==> config.mk <==
export PLATFORM = sky130hd
export DESIGN_NAME = cpu_ctrl_fsm
export DESIGN_NICKNAME = d
export VERILOG_FILES = /design/src/rtl/cpu_ctrl_pkg.sv /design/src/rtl/imm_gen.sv /design/src/rtl/cpu_ctrl_fsm.sv
export SDC_FILE = /design/constraint.sdc
export NUM_CORES = 1
export LEC_CHECK = 0
export CORE_AREA = 3 3 130 132
export DETAILED_ROUTE_END_ITERATION = 8
export DIE_AREA = 0 0 133 135
export PLACE_DENSITY = 0.75
export SYNTH_ARGS = -nofsm -noshare
export SYNTH_HDL_FRONTEND = slang
export SYNTH_HIERARCHICAL = 1
export SYNTH_SLANG_ARGS = --single-unit
==> constraint.sdc <==
create_clock -name clk -period 6.15 [get_ports clk]
set_input_delay 1.23 -clock clk [delete_from_list [all_inputs] [get_ports clk]]
set_output_delay 1.23 -clock clk [all_outputs]
set_load 0.01 [all_outputs]
==> src/rtl/cpu_ctrl_pkg.sv <==
// rtl/cpu_ctrl_pkg.sv - shared types and encodings for the CPU control sequencer
package cpu_ctrl_pkg;

    typedef enum logic [1:0] {
        FETCH   = 2'd0,
        DECODE  = 2'd1,
        EXECUTE = 2'd2,
        HALT    = 2'd3
    } state_t;

    localparam logic [6:0] OP_IMM    = 7'b0010011;
    localparam logic [6:0] OP_REG    = 7'b0110011;
    localparam logic [6:0] OP_BRANCH = 7'b1100011;

    localparam logic [2:0] F3_ADD = 3'b000;
    localparam logic [2:0] F3_BEQ = 3'b000;
    localparam logic [2:0] F3_BNE = 3'b001;
    localparam logic [6:0] F7_ADD = 7'b0000000;

    localparam logic [2:0] ALU_ADD = 3'b000;
    localparam logic [2:0] ALU_SUB = 3'b001;

    // Everything decoded from one instruction, captured together on DECODE->EXECUTE
    typedef struct packed {
        logic [4:0]  rs1;
        logic [4:0]  rs2;
        logic [4:0]  rd;
        logic [31:0] imm;
        logic        aluSrc;
        logic [2:0]  aluCtrl;
        logic        wrEn;
        logic        isBranch;
        logic        isBne;
        logic        illegal;
    } ctrl_t;

endpackage

==> src/rtl/imm_gen.sv <==
// rtl/imm_gen.sv - I-type and B-type immediate extraction with sign extension
module imm_gen (
    input  logic [31:0] instr,
    output logic [31:0] iImm,
    output logic [31:0] bImm
);

    logic unusedBits;

    assign iImm = {{20{instr[31]}}, instr[31:20]};
    assign bImm = {{19{instr[31]}}, instr[31], instr[7], instr[30:25], instr[11:8], 1'b0};

    assign unusedBits = ^{instr[19:12], instr[6:0]};

endmodule

==> src/rtl/cpu_ctrl_fsm.sv <==
// rtl/cpu_ctrl_fsm.sv - multi-cycle fetch/decode/execute sequencer for a minimal RV32I subset
module cpu_ctrl_fsm
    import cpu_ctrl_pkg::*;
#(
    parameter logic [31:0] RESET_PC = 32'h0000_0000
) (
    input  logic        clk,
    input  logic        rst,
    input  logic        en,
    output logic [31:0] imem_addr,
    input  logic [31:0] imem_rdata,
    input  logic        eq,
    output logic [4:0]  rs1,
    output logic [4:0]  rs2,
    output logic [4:0]  rd,
    output logic [31:0] ImmOp,
    output logic        aluSrc,
    output logic [2:0]  aluCtrl,
    output logic        RegWrite,
    output logic        halted,
    output logic [31:0] retired
);

    state_t      state;
    state_t      nextState;
    ctrl_t       ctrlD;
    ctrl_t       ctrlQ;
    logic [31:0] pc;
    logic [31:0] iImm;
    logic [31:0] bImm;
    logic [31:0] branchTarget;
    logic [31:0] nextPc;
    logic        taken;
    logic        badTarget;
    logic        haltNow;

    logic [6:0] opcode;
    logic [2:0] funct3;
    logic [6:0] funct7;

    assign opcode = imem_rdata[6:0];
    assign funct3 = imem_rdata[14:12];
    assign funct7 = imem_rdata[31:25];

    imm_gen u_imm_gen (
        .instr (imem_rdata),
        .iImm  (iImm),
        .bImm  (bImm)
    );

    always_comb begin
        ctrlD = '0;
        case (opcode)
            OP_IMM: begin
                if (funct3 == F3_ADD) begin
                    ctrlD.rs1     = imem_rdata[19:15];
                    ctrlD.rd      = imem_rdata[11:7];
                    ctrlD.imm     = iImm;
                    ctrlD.aluSrc  = 1'b1;
                    ctrlD.aluCtrl = ALU_ADD;
                    ctrlD.wrEn    = (imem_rdata[11:7] != 5'd0);
                end else begin
                    ctrlD.illegal = 1'b1;
                end
            end
            OP_REG: begin
                if (funct3 == F3_ADD && funct7 == F7_ADD) begin
                    ctrlD.rs1     = imem_rdata[19:15];
                    ctrlD.rs2     = imem_rdata[24:20];
                    ctrlD.rd      = imem_rdata[11:7];
                    ctrlD.aluCtrl = ALU_ADD;
                    ctrlD.wrEn    = (imem_rdata[11:7] != 5'd0);
                end else begin
                    ctrlD.illegal = 1'b1;
                end
            end
            OP_BRANCH: begin
                if (funct3 == F3_BEQ || funct3 == F3_BNE) begin
                    ctrlD.rs1      = imem_rdata[19:15];
                    ctrlD.rs2      = imem_rdata[24:20];
                    ctrlD.imm      = bImm;
                    ctrlD.aluCtrl  = ALU_SUB;
                    ctrlD.isBranch = 1'b1;
                    ctrlD.isBne    = (funct3 == F3_BNE);
                end else begin
                    ctrlD.illegal = 1'b1;
                end
            end
            default: ctrlD.illegal = 1'b1;
        endcase
    end

    // Branch resolution uses eq as seen at the end of EXECUTE
    assign taken        = ctrlQ.isBranch && (ctrlQ.isBne ? !eq : eq);
    assign branchTarget = pc + ctrlQ.imm;
    assign badTarget    = taken && branchTarget[1];
    assign nextPc       = taken ? branchTarget : pc + 32'd4;
    assign haltNow      = ctrlQ.illegal || badTarget;

    always_ff @(posedge clk) begin
        if (rst) begin
            state <= FETCH;
        end else begin
            state <= nextState;
        end
    end

    always_comb begin
        nextState = state;
        case (state)
            FETCH:   nextState = en ? DECODE : FETCH;
            DECODE:  nextState = EXECUTE;
            EXECUTE: nextState = haltNow ? HALT : FETCH;
            HALT:    nextState = HALT;
            default: nextState = FETCH;
        endcase
    end

    always_ff @(posedge clk) begin
        if (rst) begin
            pc      <= RESET_PC;
            retired <= 32'd0;
            halted  <= 1'b0;
            ctrlQ   <= '0;
        end else begin
            if (state == DECODE) begin
                ctrlQ <= ctrlD;
            end
            if (state == EXECUTE) begin
                if (haltNow) begin
                    halted <= 1'b1;
                end else begin
                    pc      <= nextPc;
                    retired <= retired + 32'd1;
                end
            end
        end
    end

    // Gating with rst keeps a reset edge from ever committing a register write
    always_comb begin
        RegWrite = (state == EXECUTE) && ctrlQ.wrEn && !rst;
    end

    assign imem_addr = pc;
    assign rs1       = ctrlQ.rs1;
    assign rs2       = ctrlQ.rs2;
    assign rd        = ctrlQ.rd;
    assign ImmOp     = ctrlQ.imm;
    assign aluSrc    = ctrlQ.aluSrc;
    assign aluCtrl   = ctrlQ.aluCtrl;

endmodule

==> impl_metrics.tcl, run 1 <==
set metrics [dict create \
    setup_repair_after_global_routing_missed_its_margin "false" \
    cap_viol_max_count 0 \
    clock-root-buffer "clkbuf_16" \
    setup_ws_ns 2.19 \
    fin_skew_ns 0.00972 \
    global_route.usage.total_pct 22.4 \
    final_min_period_over_clock_period_pct 64.4 \
    post_synth_inst_count 990 \
    antenna_left 0 \
    worstPathMaxFanout 43 \
    power.internal_uw 1330 \
    max_root_sink_buffers 2 \
    min_period_ns 3.96 \
    timing.critical_path.required_ns 6.45 \
    ys_seq_elements 119 \
    antenna_cells 0 \
    place_ws_ns 1.80 \
    layout.cells.non_filler 1233 \
    clock_latency_ns 0.42 \
    critical_path_slowest_stage_cell "a211o_1" \
    post_cts.repair.setup_buffers 0 \
    hold_ws_ns 0.443 \
    grt_start_max_net_pins 81 \
    clock.fmax_ghz 0.253 \
    timing.max_slew.rel_slack_pct 17.8 \
    finalHoldViolations 0 \
    worstMarginPinSlew_ns 1.23 \
    nets 1078 \
    p_clk_share_pct 49.8 \
    timing.critical_path.to_type "flop" \
    ys_warn_count 6 \
    timing_max_transition_violations_final 0 \
    drt_iter0_markers 669 \
    synthDistinctLibCells 76 \
    path_type_of_the_worst_min_delay_path "flop to flop" \
    synth-async-reset-ratio_pct 0 \
    start_kind "input pin" \
    floorplan.die_area_um2 18000 \
    yosys_top_cell_by_area "dfxtp_1" \
    synth_area_per_cell_um2 7.92 \
    cts_tree "yes" \
    detail_route.first_pass.iterations 6 \
    p_leak_uw 0.00328 \
    dp_cells 1205 \
    wire_length_of_the_first_global_routing_pass_mm 33.0 \
    drt-total-wl_mm 20.1 \
    arrival_ns 4.26 \
    post_synth_edffs 0 \
    cts_num_sinks 119 \
    synth_top_area_share_pct 30.4 \
    path_cells "clkdlybuf4s50_1 -> xor2_1 -> and2_1 -> buf_4 -> a211o_1 -> nor2_1 -> a41oi_1 -> o32a_1 -> nand2_1" \
    filler_cell_count 1450 \
    result_of_the_run "finished clean" \
    netSwitchingPower_uw 390 \
    numCtsBuffers 17 \
    top_level_ports 153 \
    timing.final.setup_violations 0 \
    kind_of_critical_path "input pin to flop" \
    route.detailed.drc 0 \
    cts_htree_levels 4 \
    part_of_the_yosys_area_used_for_sequential_elements_pct 30.4 \
    post_synth_main_area_contributors "dfxtp_1, buf_4, o21ai_0" \
    floorplan.initialDensity_pct 49.5 \
    die_height_um 135 \
    netSwitchingFraction_pct 22.7 \
    area.growth.synth_to_final_pct 16.5 \
    core_area_um2 15800 \
    antenna_found_initial 0 \
    std_cell_rows 46 \
    detailed_place_hpwl_mm 14.4 \
    globalplace.congestion 0.938 \
    remaining_global_route_overflow 0 \
    power_per_cell_area_nw_per_um2 188 \
    post_cts_hold_buffer_count 0 \
    post_cts.resized_instances 0 \
    synth.cell_area_um2 7840 \
    wire_per_inst_um 16.3 \
    power.ir.vdd_worst_mv 0.200 \
    die_w_um 133 \
    fin_setup_tns_ns 0 \
    seq_power_share_pct 45.4 \
    combPwrFrac_pct 4.8 \
    io_buffers 150 \
    cts.clk_slew.worst_paths_ns 0.05 \
    ys_dominant_reg_cell "dfxtp_1" \
    first_global_vias 6583 \
    vias 6950 \
    routed_via_density 5.64 \
    fraction_of_layout_instances_using_a_drive_strength_above_1_pct 5.01 \
    critPathMaxStageDelay_ns 0.74 \
]
==> worst max-delay path: cells and delay by family <==
| family | cells | cell delay, ns |
|---|---|---|
| AOI/OAI and AO/OA | 3 | 1.28 |
| xor gates and xnor gates | 1 | 0.30 |
| buffers and inverters | 2 | 0.83 |
| and+or+nand+nor | 3 | 0.60 |
==> state kept, by name, indices dropped and copies added, names as in the netlist <==
name,flops
ImmOp,32
aluCtrl,1
aluSrc,1
ctrlQ,3
halted,1
imem_addr,32
rd,5
retired,32
rs1,5
rs2,5
state,2
==> layout make-up <==
type / instances / area [um2] / area share [%]
Multi-Input combinational cell: 697 / 4380 / 48.0
Clock inverter: 6 / 30.0 / 0.329
Inverter: 17 / 63.8 / 0.699
Timing Repair Buffer: 156 / 1540 / 16.9
Clock buffer: 22 / 464 / 5.08
Sequential cell: 119 / 2380 / 26.1
Tap cell: 216 / 270 / 2.96
==> metrics by stage <==
stage,power (uW),instance area (um2),util (%)
floorplan,862,7850,-
global placement,876,8640,54.6
detailed placement,877,8640,54.6
CTS,1730,9130,57.7
global route,1770,9130,57.7
finish,1720,9130,57.7
==> kinds of logic (layout without fill, tap and decap cells) <==
group	Yosys count	after routing	share of synthesized area, %
and+or+nand+nor	312	312	19.4
other	2	3	0.0958
DFF	119	119	30.4
adders and majority gates	34	34	5.52
AOI/OAI and AO/OA	291	291	24.0
buffers and inverters	175	201	14.2
xor gates and xnor gates	54	54	6.03
muxes	3	3	0.383
==> path summary, 6_finish.rpt <==
kind                        startpoint                          to  slack (ns)  cells past startpoint
max                                 eq  imem_addr[28]$_SDFFE_PP0P_        2.19                      9
min              ctrlQ[3]$_SDFFE_PP0N_       ctrlQ[3]$_SDFFE_PP0N_        0.44                      2
max reg2reg  imem_addr[0]$_SDFFE_PP0P_    retired[21]$_SDFFE_PP0P_        2.71                     12
min reg2reg      ctrlQ[3]$_SDFFE_PP0N_       ctrlQ[3]$_SDFFE_PP0N_        0.44                      2
==> cells in the final DEF, fill, tap and decap left out, types with 8 or more instances in the layout <==
cell	n
xnor2_1	23
or3_1	10
clkdlybuf4s50_1	149
o21ai_0	83
nand4_1	13
dfxtp_1	119
clkbuf_16	17
ha_1	33
a21oi_1	72
nand3_1	34
a22o_1	15
a211oi_1	9
a21o_1	12
nor2_1	85
and3_1	10
nand2_1	92
xor2_1	31
nor3_1	17
a22oi_1	36
a31oi_1	8
inv_1	17
==> power by group through the flow <==
stage | registers (uW) | clock network [uW] | logic (uW)
2_1_floorplan | 795 | 0 | 67.0
3_3_place_gp | 796 | 0 | 80.3
3_5_place_dp | 796 | 0 | 80.9
4_1_cts | 780 | 867 | 81.4
5_1_grt | 780 | 903 | 88.8
6_report | 780 | 856 | 81.9
==> cells in the mapped netlist (4+ instances only) <==
cell	number
a211oi_1	9
a21o_1	12
a21oi_1	72
a22o_1	15
a22oi_1	36
a311oi_1	4
a31oi_1	8
a41oi_1	4
and2_1	4
and3_1	10
and4_1	6
buf_4	114
clkbuf_1	36
dfxtp_1	119
ha_1	33
inv_1	17
nand2_1	92
nand2b_1	7
nand3_1	34
nand4_1	13
nor2_1	87
nor3_1	17
nor4_1	4
o21a_1	7
o21ai_0	83
o31ai_1	6
or3_1	10
xnor2_1	23
xor2_1	31
==> routing by layer <==
layer | vias up | global-route usage [%] | routed length (um)
met5 | - | 0 | 0
met4 | 0 | 9.06 | 348
met3 | 26 | 3.87 | 1070
met2 | 205 | 36.1 | 9250
met1 | 3227 | 29.8 | 9460
li1 | 3492 | - | -
(Power assumes the default switching activity.)
==> run 2: changes to the inputs <==
--- a/config.mk
+++ b/config.mk
@@ -5,10 +5,10 @@
 export SDC_FILE = /design/constraint.sdc
 export NUM_CORES = 1
 export LEC_CHECK = 0
-export CORE_AREA = 3 3 130 132
+export CORE_AREA = 3 3 132 134
 export DETAILED_ROUTE_END_ITERATION = 8
-export DIE_AREA = 0 0 133 135
-export PLACE_DENSITY = 0.75
+export DIE_AREA = 0 0 135 137
+export PLACE_DENSITY = 0.76
 export SYNTH_ARGS = -nofsm -noshare
 export SYNTH_HDL_FRONTEND = slang
 export SYNTH_HIERARCHICAL = 1
==> constraint.sdc (replaced) <==
create_clock -name clk -period 3.5 [get_ports clk]
set_input_delay 0.7 -clock clk [delete_from_list [all_inputs] [get_ports clk]]
set_output_delay 0.7 -clock clk [all_outputs]
set_load 0.01 [all_outputs]
==> run 2 against run 1 <==
  * Core utilization shrank 0.41 points
  * Critical endpoint is now retired[29]$_SDFFE_PP0P_
  * Largest power group unchanged
  * Sequential power grew 76%
  * Clock power grew 120%
  * Total power grew 98%
  * Highest routed layer unchanged
  * Register-to-register slack lost 2.3 ns
  * Combinational power grew 79%
  * Clock skew grew 0.0022 ns
  * First-iteration DRC count shrank 42%
  * Die area grew 3.0%
==> impl_metrics.tcl, run 2 (same netlist as run 1, synthesis figures left out) <==
set metrics [dict create \
    numCtsBuffers 17 \
    vias 6981 \
    antenna_cells 0 \
    die_w_um 135 \
    power_per_cell_area_nw_per_um2 363 \
    clock_latency_ns 0.42 \
    std_cell_rows 47 \
    timing.max_slew.rel_slack_pct 56.8 \
    power.internal_uw 2660 \
    wire_per_inst_um 15.9 \
    path_type_of_the_worst_min_delay_path "flop to flop" \
    seqCellArea_um2 2380 \
    nets 1091 \
    netSwitchingPower_uw 751 \
    min_period_ns 3.05 \
    r2r-start "ImmOp[0]$_SDFFE_PP0N_" \
    antenna_found_initial 0 \
    setup_repair_after_global_routing_missed_its_margin "false" \
    start_kind "flop" \
    result_of_the_run "finished clean" \
    first_global_vias 6326 \
    antenna_left 0 \
    timing.critical_path.to_type "flop" \
    seq_power_share_pct 40.1 \
    met2RoutedLength_mm 8.70 \
    cts_htree_levels 4 \
    worst_r2r_endpoint "retired[29]$_SDFFE_PP0P_" \
    final_min_period_over_clock_period_pct 87.2 \
    core_area_um2 16400 \
    critPathBufInv 2 \
    layout.cells.most_common_list "clkdlybuf4s50_1, dfxtp_1, nand2_1" \
    grt_start_max_net_pins 49 \
    combPwrFrac_pct 4.3 \
    p_clk_share_pct 55.5 \
    drt_iter0_markers 390 \
    fin_skew_ns 0.0119 \
    power.ir.vdd_worst_mv 0.335 \
    min_from "ctrlQ[3]$_SDFFE_PP0N_" \
    routed_via_density 5.57 \
    globalplace.congestion 0.882 \
    critical_path_slowest_stage_cell "fa_1" \
    wl_met3_mm 1.50 \
    area.growth.synth_to_final_pct 19.8 \
    place_ws_ns 0.290 \
    wire_length_of_the_first_global_routing_pass_mm 31.6 \
    post_cts_hold_buffer_count 0 \
    met1Wirelength_mm 9.41 \
    floorplan.initialDensity_pct 47.8 \
    critical_path.most_common_cell "inv_1" \
    remaining_global_route_overflow 0 \
    netSwitchingFraction_pct 22.0 \
    cts_num_sinks 119 \
    worstPathMaxFanout 8 \
    multi_input_comb_area_um2 4380 \
    timing.final.setup_violations 0 \
    max_root_sink_buffers 2 \
    detailed_place_hpwl_mm 14.7 \
    path_cells "ha_1 -> inv_1 -> fa_1 -> inv_1 -> a311oi_4 -> and4_1 -> nand4_2 -> nor3_2 -> nand3_1 -> xor2_1 -> nor2_1" \
    cts_tree "yes" \
    fin_setup_tns_ns 0 \
    post_cts.resized_instances 0 \
    timing.critical_path.required_ns 3.78 \
    top_level_ports 153 \
    design_area_um2 9400 \
    clock-root-buffer "clkbuf_16" \
    kind_of_critical_path "flop to flop" \
    routed.top_layer "met4" \
    detail_route.first_pass.iterations 5 \
    p_leak_uw 0.00341 \
    most_common_cell_after_layout_fill_and_taps_aside "clkdlybuf4s50_1" \
    setup_ws_ns 0.449 \
    arrival_ns 3.33 \
    global_route.usage.total_pct 21.0 \
    die_height_um 137 \
    floorplan.die_area_um2 18500 \
    filler_cell_count 1491 \
    post_place_cell_area_um2 8750 \
    clock.fmax_ghz 0.328 \
    post_cts.repair.setup_buffers 0 \
    hold_path_depth 2 \
    holdPathEnd "ctrlQ[3]$_SDFFE_PP0N_" \
    critical_path.top_delay_family "simple AND/OR/NAND/NOR gates" \
    finalHoldViolations 0 \
    worstMarginPinSlew_ns 0.644 \
    cts.clk_slew.worst_paths_ns 0.06 \
    r2r_setup_slack_ns 0.45 \
    drt-total-wl_mm 19.9 \
    critPathMaxStageDelay_ns 0.49 \
    cap_viol_max_count 0 \
    fraction_of_layout_instances_using_a_drive_strength_above_1_pct 6.87 \
    io_buffers 150 \
    cells_on_worst_reg2reg_path 11 \
    timing_max_transition_violations_final 0 \
    route.detailed.drc 0 \
]
-- run 2: cell types whose count changed in the layout (fill, tap and decap cells not counted), sizes merged --
cell	delta
clkinvlp	+2
clkbuf	-3
buf	+13
inv	+3
bufinv	+4
clkinv	-2
-- run 2: stage by stage --
| stage | hold WS (ns) | power [uW] | util [%] | cells |
|---|---|---|---|---|
| after detailed placement | 0.450 | 1540 | 53.3 | 1222 |
| after CTS | 0.460 | 3450 | 57.3 | 1254 |
| after global placement | 0.430 | 1540 | 53.3 | 1222 |
| after floorplan | 0.415 | 1510 | - | 991 |
| after global routing | 0.482 | 3510 | 57.3 | 1254 |
| final | 0.463 | 3410 | 57.3 | 1254 |
-- run 2: area by class of cell --
class | instances | share of cell area, %
multi-input cells | 697 | 46.6
flip-flops and latches | 119 | 25.3
well taps | 220 | 2.93
clock buffers | 19 | 4.82
repair buffers | 169 | 17.6
clock inverters | 13 | 2.05
inverters | 17 | 0.679
-- run 2: how the worst max path moves through the flow --
stage | from | to | slack (ns) | depth (start not counted)
detailed placement | eq | retired[19]$_SDFFE_PP0P_ | 0.29 | 9
global placement | eq | retired[27]$_SDFFE_PP0P_ | 0.31 | 9
global route | ImmOp[0]$_SDFFE_PP0N_ | retired[29]$_SDFFE_PP0P_ | 0.16 | 11
floorplan | imem_addr[0]$_SDFFE_PP0P_ | imem_addr[30]$_SDFFE_PP0P_ | 0.74 | 11
CTS | ImmOp[0]$_SDFFE_PP0N_ | retired[29]$_SDFFE_PP0P_ | 0.43 | 11
finish | ImmOp[0]$_SDFFE_PP0N_ | retired[29]$_SDFFE_PP0P_ | 0.45 | 11
-- run 2: layer usage --
layer,up-vias,track usage (%)
met5,-,0
met4,0,6.22
met3,21,5.15
met2,258,32.6
met1,3182,29.0
li1,3520,-
-- run 2: power groups by stage --
stage,clock network [uW],logic [uW],registers [uW]
final,1890,147,1370
after global routing,1980,160,1370
after CTS,1930,147,1370
after detailed placement,0,147,1400
after global placement,0,146,1400
after floorplan,0,118,1400
-- run 2: worst reg2reg max path, stage by stage, from the launching register on --
cell and delay, ns:
dfxtp_1 0.36, ha_1 0.20, inv_1 0.06, fa_1 0.49
inv_1 0.09, a311oi_4 0.31, and4_1 0.33, nand4_2 0.20
nor3_2 0.45, nand3_1 0.19, xor2_1 0.18, nor2_1 0.05
